`src/rtl/inv_buf_pipe.sv`:
```
// inv_buf_pipe: elastic, back-pressurable data conditioner.
//
// Samples of WIDTH bits enter through a valid/ready handshake. Each accepted
// sample is transformed on entry (pass, invert, masked invert, bit-reverse)
// and carried through DEPTH register stages. Bubbles collapse and order is
// strictly FIFO. The last stage drives the output handshake.
//
// Ports:
//   clock      - single system clock, rising edge
//   reset      - synchronous, active-high reset
//   in_valid   - producer has a sample
//   in_ready   - sample is accepted this cycle (0 while reset is high)
//   in_data    - sample
//   in_mode    - 00 pass, 01 invert, 10 invert where in_mask=1, 11 bit-reverse
//   in_mask    - mask used by mode 10
//   out_valid  - last stage holds an item
//   out_ready  - consumer takes the item this cycle
//   out_data   - item in the last stage
//   occupancy  - number of items in flight
module inv_buf_pipe #(
  parameter int WIDTH = 8,
  parameter int DEPTH = 4,
  parameter int CW    = $clog2(DEPTH + 1)
) (
  input  logic             clock,
  input  logic             reset,
  input  logic             in_valid,
  output logic             in_ready,
  input  logic [WIDTH-1:0] in_data,
  input  logic [1:0]       in_mode,
  input  logic [WIDTH-1:0] in_mask,
  output logic             out_valid,
  input  logic             out_ready,
  output logic [WIDTH-1:0] out_data,
  output logic [CW-1:0]    occupancy
);

  // Entry transform applied to each accepted sample.
  function automatic logic [WIDTH-1:0] xform(input logic [WIDTH-1:0] d,
                                             input logic [1:0]       m,
                                             input logic [WIDTH-1:0] mk);
    logic [WIDTH-1:0] r;
    r = d;
    case (m)
      2'b00: r = d;
      2'b01: r = ~d;
      2'b10: r = d ^ mk;
      2'b11: begin
        for (int i = 0; i < WIDTH; i++) begin
          r[i] = d[WIDTH-1-i];
        end
      end
      default: r = d;
    endcase
    return r;
  endfunction

  logic [DEPTH-1:0] valid_q, valid_d;
  logic [WIDTH-1:0] data_q [DEPTH];
  logic [WIDTH-1:0] data_d [DEPTH];
  logic [CW-1:0]    occ_q, occ_d;
  logic [DEPTH-1:0] adv;
  logic             space;
  logic             accept;
  logic             fire;
  logic             in_ready_s;

  // Stage advance: a stage moves when some stage downstream of it is empty
  // or the consumer is taking the last item (the recursive rule unrolled).
  always_comb begin
    space = out_ready;
    adv   = '0;
    for (int i = DEPTH - 1; i >= 0; i--) begin
      adv[i] = valid_q[i] && space;
      space  = space || !valid_q[i];
    end
  end

  // Handshake decode; in_ready is a combinational path from out_ready.
  always_comb begin
    in_ready_s = !reset && (!valid_q[0] || adv[0]);
    accept     = in_valid && in_ready_s;
    fire       = adv[DEPTH-1];
  end

  // Next-state for stage valid bits, stage data and occupancy.
  always_comb begin
    valid_d = valid_q;
    data_d  = data_q;
    if (accept) begin
      valid_d[0] = 1'b1;
      data_d[0]  = xform(in_data, in_mode, in_mask);
    end else if (adv[0]) begin
      valid_d[0] = 1'b0;
    end else begin
      valid_d[0] = valid_q[0];
    end
    for (int i = 1; i < DEPTH; i++) begin
      if (adv[i-1]) begin
        valid_d[i] = 1'b1;
        data_d[i]  = data_q[i-1];
      end else if (adv[i]) begin
        valid_d[i] = 1'b0;
      end else begin
        valid_d[i] = valid_q[i];
      end
    end
    // Simultaneous accept and fire cancel out.
    occ_d = occ_q + CW'(accept) - CW'(fire);
  end

  // State registers with synchronous reset discarding all in-flight items.
  always_ff @(posedge clock) begin
    if (reset) begin
      valid_q <= '0;
      occ_q   <= '0;
      for (int i = 0; i < DEPTH; i++) begin
        data_q[i] <= '0;
      end
    end else begin
      valid_q <= valid_d;
      occ_q   <= occ_d;
      for (int i = 0; i < DEPTH; i++) begin
        data_q[i] <= data_d[i];
      end
    end
  end

  assign in_ready  = in_ready_s;
  assign out_valid = valid_q[DEPTH-1];
  assign out_data  = data_q[DEPTH-1];
  assign occupancy = occ_q;

endmodule

```
`config.mk`:
```
export PLATFORM = sky130hd
export DESIGN_NAME = inv_buf_pipe
export DESIGN_NICKNAME = d
export VERILOG_FILES = /design/src/rtl/inv_buf_pipe.sv
export SDC_FILE = /design/constraint.sdc
export NUM_CORES = 1
export LEC_CHECK = 0
export BUFFER_PORTS_ARGS = -buffer_cell sky130_fd_sc_hd__buf_2
export CAP_MARGIN = 5
export CELL_PAD_IN_SITES_DETAIL_PLACEMENT = 0
export CELL_PAD_IN_SITES_GLOBAL_PLACEMENT = 1
export CORE_MARGIN = 3
export CORE_UTILIZATION = 41
export DETAILED_ROUTE_END_ITERATION = 10
export PLACE_DENSITY_LB_ADDON = 0.15
export SLEW_MARGIN = 20
export SYNTH_ARGS = -nofsm -noshare
export SYNTH_HDL_FRONTEND = slang
export SYNTH_SLANG_ARGS = --single-unit
```
`constraint.sdc`:
```
create_clock -name clock -period 2.68 [get_ports clock]
set_input_delay 0.134 -clock clock [delete_from_list [all_inputs] [get_ports clock]]
set_output_delay 0.134 -clock clock [all_outputs]
set_load 0.1 [all_outputs]
```
* Yosys cells after proc, flatten, opt, wreduce, memory -nomap -nowiden
Index checks and enable logic that the tools add are counted.
** Storage, ports and cells
- Bits in registers :: 39
- Bits in latches :: 0
- RAM bits :: 0
- ROM bits :: 0
- Input port bits :: 22
- Memories kept :: 0
** Cells by class
- Add/subtract/negate cells :: 2
- Multipliers :: 0
- Divide/modulo/power cells :: 0
- $lt $le $gt $ge :: 0
- Equal/unequal tests :: 3
- Shift-type cells :: 0
- Multiplexer cells :: 9
- Bitwise logic cells :: 2
- Reduce and logical (&&, ||, !) cells :: 20
** Operators by type and width (count)
- case mux 8 bit (4 select lines) :: 1
- two-way mux 1 bit :: 8
- inverter 8 bit :: 1
- nonzero test 2 bit :: 4
- XOR 8 bit :: 1
- logical AND 1 bit :: 6
- zero test 1 bit :: 5
- equality test 2 bit, second input constant :: 2
- logical OR 1 bit :: 4
- adder 3 x 1 -> 3 bit :: 1
- subtractor 3 x 1 -> 3 bit :: 1
- equality test 2 x 1 -> 1 bit, second input constant :: 1
- zero test 2 bit :: 1

* Logic depth before layout (Yosys ltp)
- Depth after elaboration :: 10
- Depth in mapped cells :: 13
- Depth with buffers taken out :: 11

* Least setup slack after synthesis
Ideal clock, no wire load.
- Kind :: register -> register
- From :: register valid_q[3]
- To :: register occ_q[2], in the netlist occupancy[2]
- Setup time :: 0.128 ns
- Arrival time :: 4.348 ns
- Slack :: -1.795 ns
- Cell stages (with the launch flop) :: 14
- Period minus slack after synthesis :: 4.475 ns
- Cells stage by stage :: dfxtp_1 -> and4b_1 -> buf_2 -> clkbuf_1 -> a21oi_1 -> nand2_1 -> ha_1 -> inv_1 -> ha_1 -> inv_1 -> fa_1 -> xor2_1 -> xnor2_1 -> nor2_1
** On the way
- Longest elaborated chain between the ends :: 10
- Elaborated cells on any way between the ends :: 11
- Classes of those cells :: add/sub (2); reduce/logical (9)
** RTL lines
- start: declaration :: line 58 : logic [DEPTH-1:0] valid_q, valid_d;
- start signal: assignment :: line 121 : valid_q <= valid_d;
- zero test 1 bit :: line 75 : space = space || !valid_q[i];
- logical OR 1 bit (3 in series) :: line 75
- logical AND 1 bit :: line 74 : adv[i] = valid_q[i] && space;
- logical OR 1 bit :: line 81 : in_ready_s = !reset && (!valid_q[0] || adv[0]);
- logical AND 1 bit :: line 81
- net in_ready :: line 28 : output logic in_ready,
- logical AND 1 bit :: line 82 : accept = in_valid && in_ready_s;
- adder 3 x 1 -> 3 bit :: line 109 : occ_d = occ_q + CW'(accept) - CW'(fire);
- subtractor 3 x 1 -> 3 bit :: line 109
- end signal: assignment :: line 116 : occ_q <= '0;
- end signal: assignment :: line 122 : occ_q <= occ_d;
- end: declaration :: line 61 : logic [CW-1:0] occ_q, occ_d;
The timed path passes the listed nets, and every way through them passes these cells.
A chain may end at the register's enable or synchronous reset.

* Worst setup path in the final report
- From :: register valid_q[3]
- To :: register occ_q[2], in the netlist occupancy[2]
** On the way
- Longest elaborated chain between the ends :: 10
- Elaborated cells on any way between the ends :: 11
- Classes of those cells :: add/sub (2); reduce/logical (9)
** RTL lines (line)
- zero test 1 bit :: 75
- logical OR 1 bit (3 in series) :: 75
- logical AND 1 bit :: 74
- logical OR 1 bit :: 81
- logical AND 1 bit :: 81
- logical AND 1 bit :: 82
- adder 3 x 1 -> 3 bit :: 109
- subtractor 3 x 1 -> 3 bit * :: 109
Every way passes the cells marked *; elsewhere a longest branch is shown, timed or not.

==> impl_metrics.xml <==
<?xml version="1.0" encoding="UTF-8"?>
<metrics>
  <group name="outcome">
    <metric name="outcome" unit="">finished clean</metric>
  </group>
  <group name="worst_hold_path">
    <metric name="whs_endpoint" unit="">data_q[28]$_SDFFE_PP0P_</metric>
    <metric name="timing.hold.worst_path_depth" unit="">3</metric>
    <metric name="holdCritPathClass" unit="">in2reg</metric>
    <metric name="min_delay_startpoint" unit="">in_mask[4]</metric>
  </group>
  <group name="worst_setup_path">
    <metric name="timing.reg2reg.setup_slack" unit="ps">590</metric>
    <metric name="rr_worst_depth" unit="">11</metric>
    <metric name="path_class" unit="">reg2reg</metric>
    <metric name="timing.critical_path.to_type" unit="">flop</metric>
    <metric name="data_required_time_at_the_worst_endpoint" unit="ps">2840</metric>
    <metric name="critical_path_arrival" unit="ps">2250</metric>
    <metric name="r2r-end" unit="">occupancy[2]$_SDFF_PP0_</metric>
    <metric name="crit_fanout" unit="">8</metric>
    <metric name="r2r-start" unit="">valid_q[3]$_SDFFE_PP0P_</metric>
    <metric name="startpoint" unit="">valid_q[3]$_SDFFE_PP0P_</metric>
    <metric name="worstSetupStartpointType" unit="">flop</metric>
  </group>
  <group name="power_and_ir_drop">
    <metric name="leakage" unit="nW">0.842</metric>
    <metric name="power.ir.vdd_worst" unit="mV">0.334</metric>
    <metric name="power.density_cell_area" unit="nW/um^2">540</metric>
  </group>
  <group name="layout">
    <metric name="area.sequential" unit="um^2">785</metric>
    <metric name="multiInputGateArea" unit="um^2">1050</metric>
    <metric name="nets" unit="">276</metric>
    <metric name="antenna-diode-count" unit="">0</metric>
    <metric name="drive_above_1_share" unit="">0.223</metric>
    <metric name="filler_cell_count" unit="">474</metric>
    <metric name="syn_to_final_growth" unit="%">11.9</metric>
  </group>
  <group name="floorplanning">
    <metric name="fp.dieW" unit="um">75.6</metric>
    <metric name="effective_utilization_at_floorplan" unit="">0.441</metric>
    <metric name="placeableCoreArea" unit="um^2">4500</metric>
    <metric name="fp.dieArea" unit="um^2">5710</metric>
    <metric name="die_y" unit="um">75.6</metric>
    <metric name="boundaryPins" unit="">35</metric>
    <metric name="placementRows" unit="">24</metric>
  </group>
  <group name="global_route">
    <metric name="grt_overflow_total" unit="">0</metric>
    <metric name="first_global_vias" unit="">1630</metric>
    <metric name="grt_first_pass_wirelength" unit="um">7510</metric>
    <metric name="antenna_found_initial" unit="">0</metric>
    <metric name="pin_count_of_the_biggest_net_entering_global_routing" unit="">40</metric>
    <metric name="global_route.usage.total" unit="">0.166</metric>
  </group>
  <group name="flow_run">
    <metric name="cap_violations" unit="">0</metric>
  </group>
  <group name="logic_synthesis">
    <metric name="synth_commonest_cells" unit="">dfxtp_1 (39), a21oi_1 (29), nand3_1 (24), o21ai_0 (24)</metric>
    <metric name="synth_most_common_cell" unit="">dfxtp_1</metric>
    <metric name="ys_seq_elements" unit="">39</metric>
    <metric name="synth_edf_count" unit="">0</metric>
    <metric name="synth_top_cell_by_area" unit="">dfxtp_1</metric>
    <metric name="yosysTopAreaCellShare" unit="">0.393</metric>
    <metric name="synth_area_per_cell" unit="um^2">8.56</metric>
    <metric name="synth.area.top_cells" unit="">dfxtp_1 (39%), a21oi_1 (7.3%), nand3_1 (6.0%), o21ai_0 (6.0%), a222oi_1 (4.0%)</metric>
    <metric name="mappedNetlistArea" unit="um^2">1990</metric>
    <metric name="async_reset_ff_frac" unit="">0</metric>
    <metric name="synthesis.instances" unit="">232</metric>
    <metric name="synth.lib_cells_used.distinct" unit="">32</metric>
    <metric name="mappedNetlistNets" unit="">257</metric>
    <metric name="yosysWarnings" unit="">0</metric>
    <metric name="proportion_of_synthesized_chip_area_in_sequential_cells" unit="">0.393</metric>
    <metric name="synth_flop_cell" unit="">dfxtp_1</metric>
  </group>
  <group name="clock_network">
    <metric name="numCtsBuffers" unit="">5</metric>
    <metric name="cts_tree" unit="">done</metric>
    <metric name="cts-root-to-sink-buffers" unit="">2</metric>
    <metric name="cts_hold_buf" unit="">0</metric>
    <metric name="post_cts.resized_instances" unit="">0</metric>
    <metric name="clk-insertion-delay-late" unit="ps">280</metric>
    <metric name="post_cts_buffers" unit="">0</metric>
    <metric name="worst_setup_hold_path_clk_slew" unit="ps">70</metric>
    <metric name="htree_levels" unit="">2</metric>
    <metric name="clock_sink_count" unit="">39</metric>
    <metric name="cts_root_buf" unit="">clkbuf_8</metric>
  </group>
  <group name="timing">
    <metric name="period_share" unit="">0.780</metric>
    <metric name="fin_hold_ws" unit="ps">235</metric>
    <metric name="tightest_slew" unit="ps">525</metric>
    <metric name="finalHoldViolations" unit="">0</metric>
    <metric name="relSlewSlack" unit="">0.650</metric>
    <metric name="postLayoutSetupSlackWorst" unit="ps">590</metric>
    <metric name="final.min_clock_period" unit="ps">2090</metric>
    <metric name="setup-violations-final" unit="">0</metric>
    <metric name="finClkSkew" unit="ps">4.27</metric>
    <metric name="timing.fmax" unit="MHz">479</metric>
    <metric name="final_max_slew_viol_count" unit="">0</metric>
    <metric name="grt_setup_unrepaired" unit="">false</metric>
  </group>
  <group name="detailed_routing">
    <metric name="avgRoutedWirePerCell" unit="um">14.5</metric>
    <metric name="drtAntennaViolNets" unit="">0</metric>
    <metric name="detailedRoute.firstPassIterationCount" unit="">4</metric>
    <metric name="drc" unit="">0</metric>
    <metric name="drt-total-wl" unit="um">4380</metric>
    <metric name="drt_first_iter_violations" unit="">151</metric>
    <metric name="num_vias" unit="">1746</metric>
    <metric name="avgViaCountPerCell" unit="">5.76</metric>
  </group>
  <group name="placement">
    <metric name="gpl.final_weighted_congestion" unit="">0.726</metric>
    <metric name="dp.final_hpwl" unit="um">3020</metric>
    <metric name="preCtsSetupSlack" unit="ps">578</metric>
    <metric name="placement.io_buffers" unit="">34</metric>
  </group>
</metrics>
[metrics by stage]
stage	std cells	setup TNS, ps	total power, W	utilization	area [um^2]
global route	303	0	0.00127	0.493	2220
global placement	296	0	0.000817	0.474	2130
detailed placement	296	0	0.000819	0.474	2130
finish	303	0	0.00120	0.493	2220
CTS	303	0	0.00122	0.493	2220
floorplan	232	-398	0.000770	-	2020
[layout by cell type, fill, tap and decap left out, types with 2 or more instances in the layout]
master and n:
dfxtp_1 38, buf_2 34, a21oi_1 28, nand3_1 24, o21ai_0 24, nor2_1 11, nor2b_1 10, xnor2_1 9
a222oi_1 8, nor3_1 8, a2111oi_1 7, clkbuf_8 6, buf_4 6, inv_1 5, nand2b_1 5, or3b_2 4
o211a_1 4, o221a_1 3, and2_1 2, ha_1 2
[layout make-up]
type	count	area share
clock buffers	6	0.0372
inverters	5	0.00845
repair buffers	40	0.0968
well taps	52	0.0293
clock inverters	1	0.00225
multi-input cells	160	0.473
flip-flops and latches	39	0.353
[registers in the layout, indices dropped and copies added (netlist names)]
name	count
out_data	8
occupancy	3
valid_q	4
data_q	24
[worst max path at each step]
stage | end | slack (ps) | cells past startpoint
after detailed placement | occupancy[2]$_SDFF_PP0_ | 580 | 11
after floorplan | occupancy[2]$_SDFF_PP0_ | -280 | 13
final | occupancy[2]$_SDFF_PP0_ | 590 | 11
after CTS | occupancy[2]$_SDFF_PP0_ | 570 | 11
after global routing | occupancy[2]$_SDFF_PP0_ | 380 | 11
after global placement | occupancy[2]$_SDFF_PP0_ | 630 | 11
[cells by family after synthesis]
kind of cell | count (synthesis) | synth area share
DFF | 39 | 0.393
xor gates and xnor gates | 10 | 0.0441
buffers and inverters | 33 | 0.0844
AOI/OAI and AO/OA | 77 | 0.260
adders and majority gates | 3 | 0.0227
and+or+nand+nor | 70 | 0.196
[where the power goes]
part / internal [W] / switching (W)
combinational: 0.0000664 / 0.000123
sequential: 0.000600 / 0.0000147
clock: 0.000202 / 0.000194
[worst max-delay path, stage by stage (launching register included)]
cell,delay (ps)
dfxtp_4,360
and4b_1,210
a21oi_4,140
nand2_1,70
ha_1,270
inv_1,50
ha_1,130
inv_1,50
fa_2,320
xor2_1,150
xnor2_1,160
nor2_1,50
[metal layers]
layer  global-route usage  wire length (um)
met4               0.0350                12
met3               0.0369               199
met5                    0                 0
met1                0.238              2170
met2                0.256              2000
(Power assumes the default switching activity.)
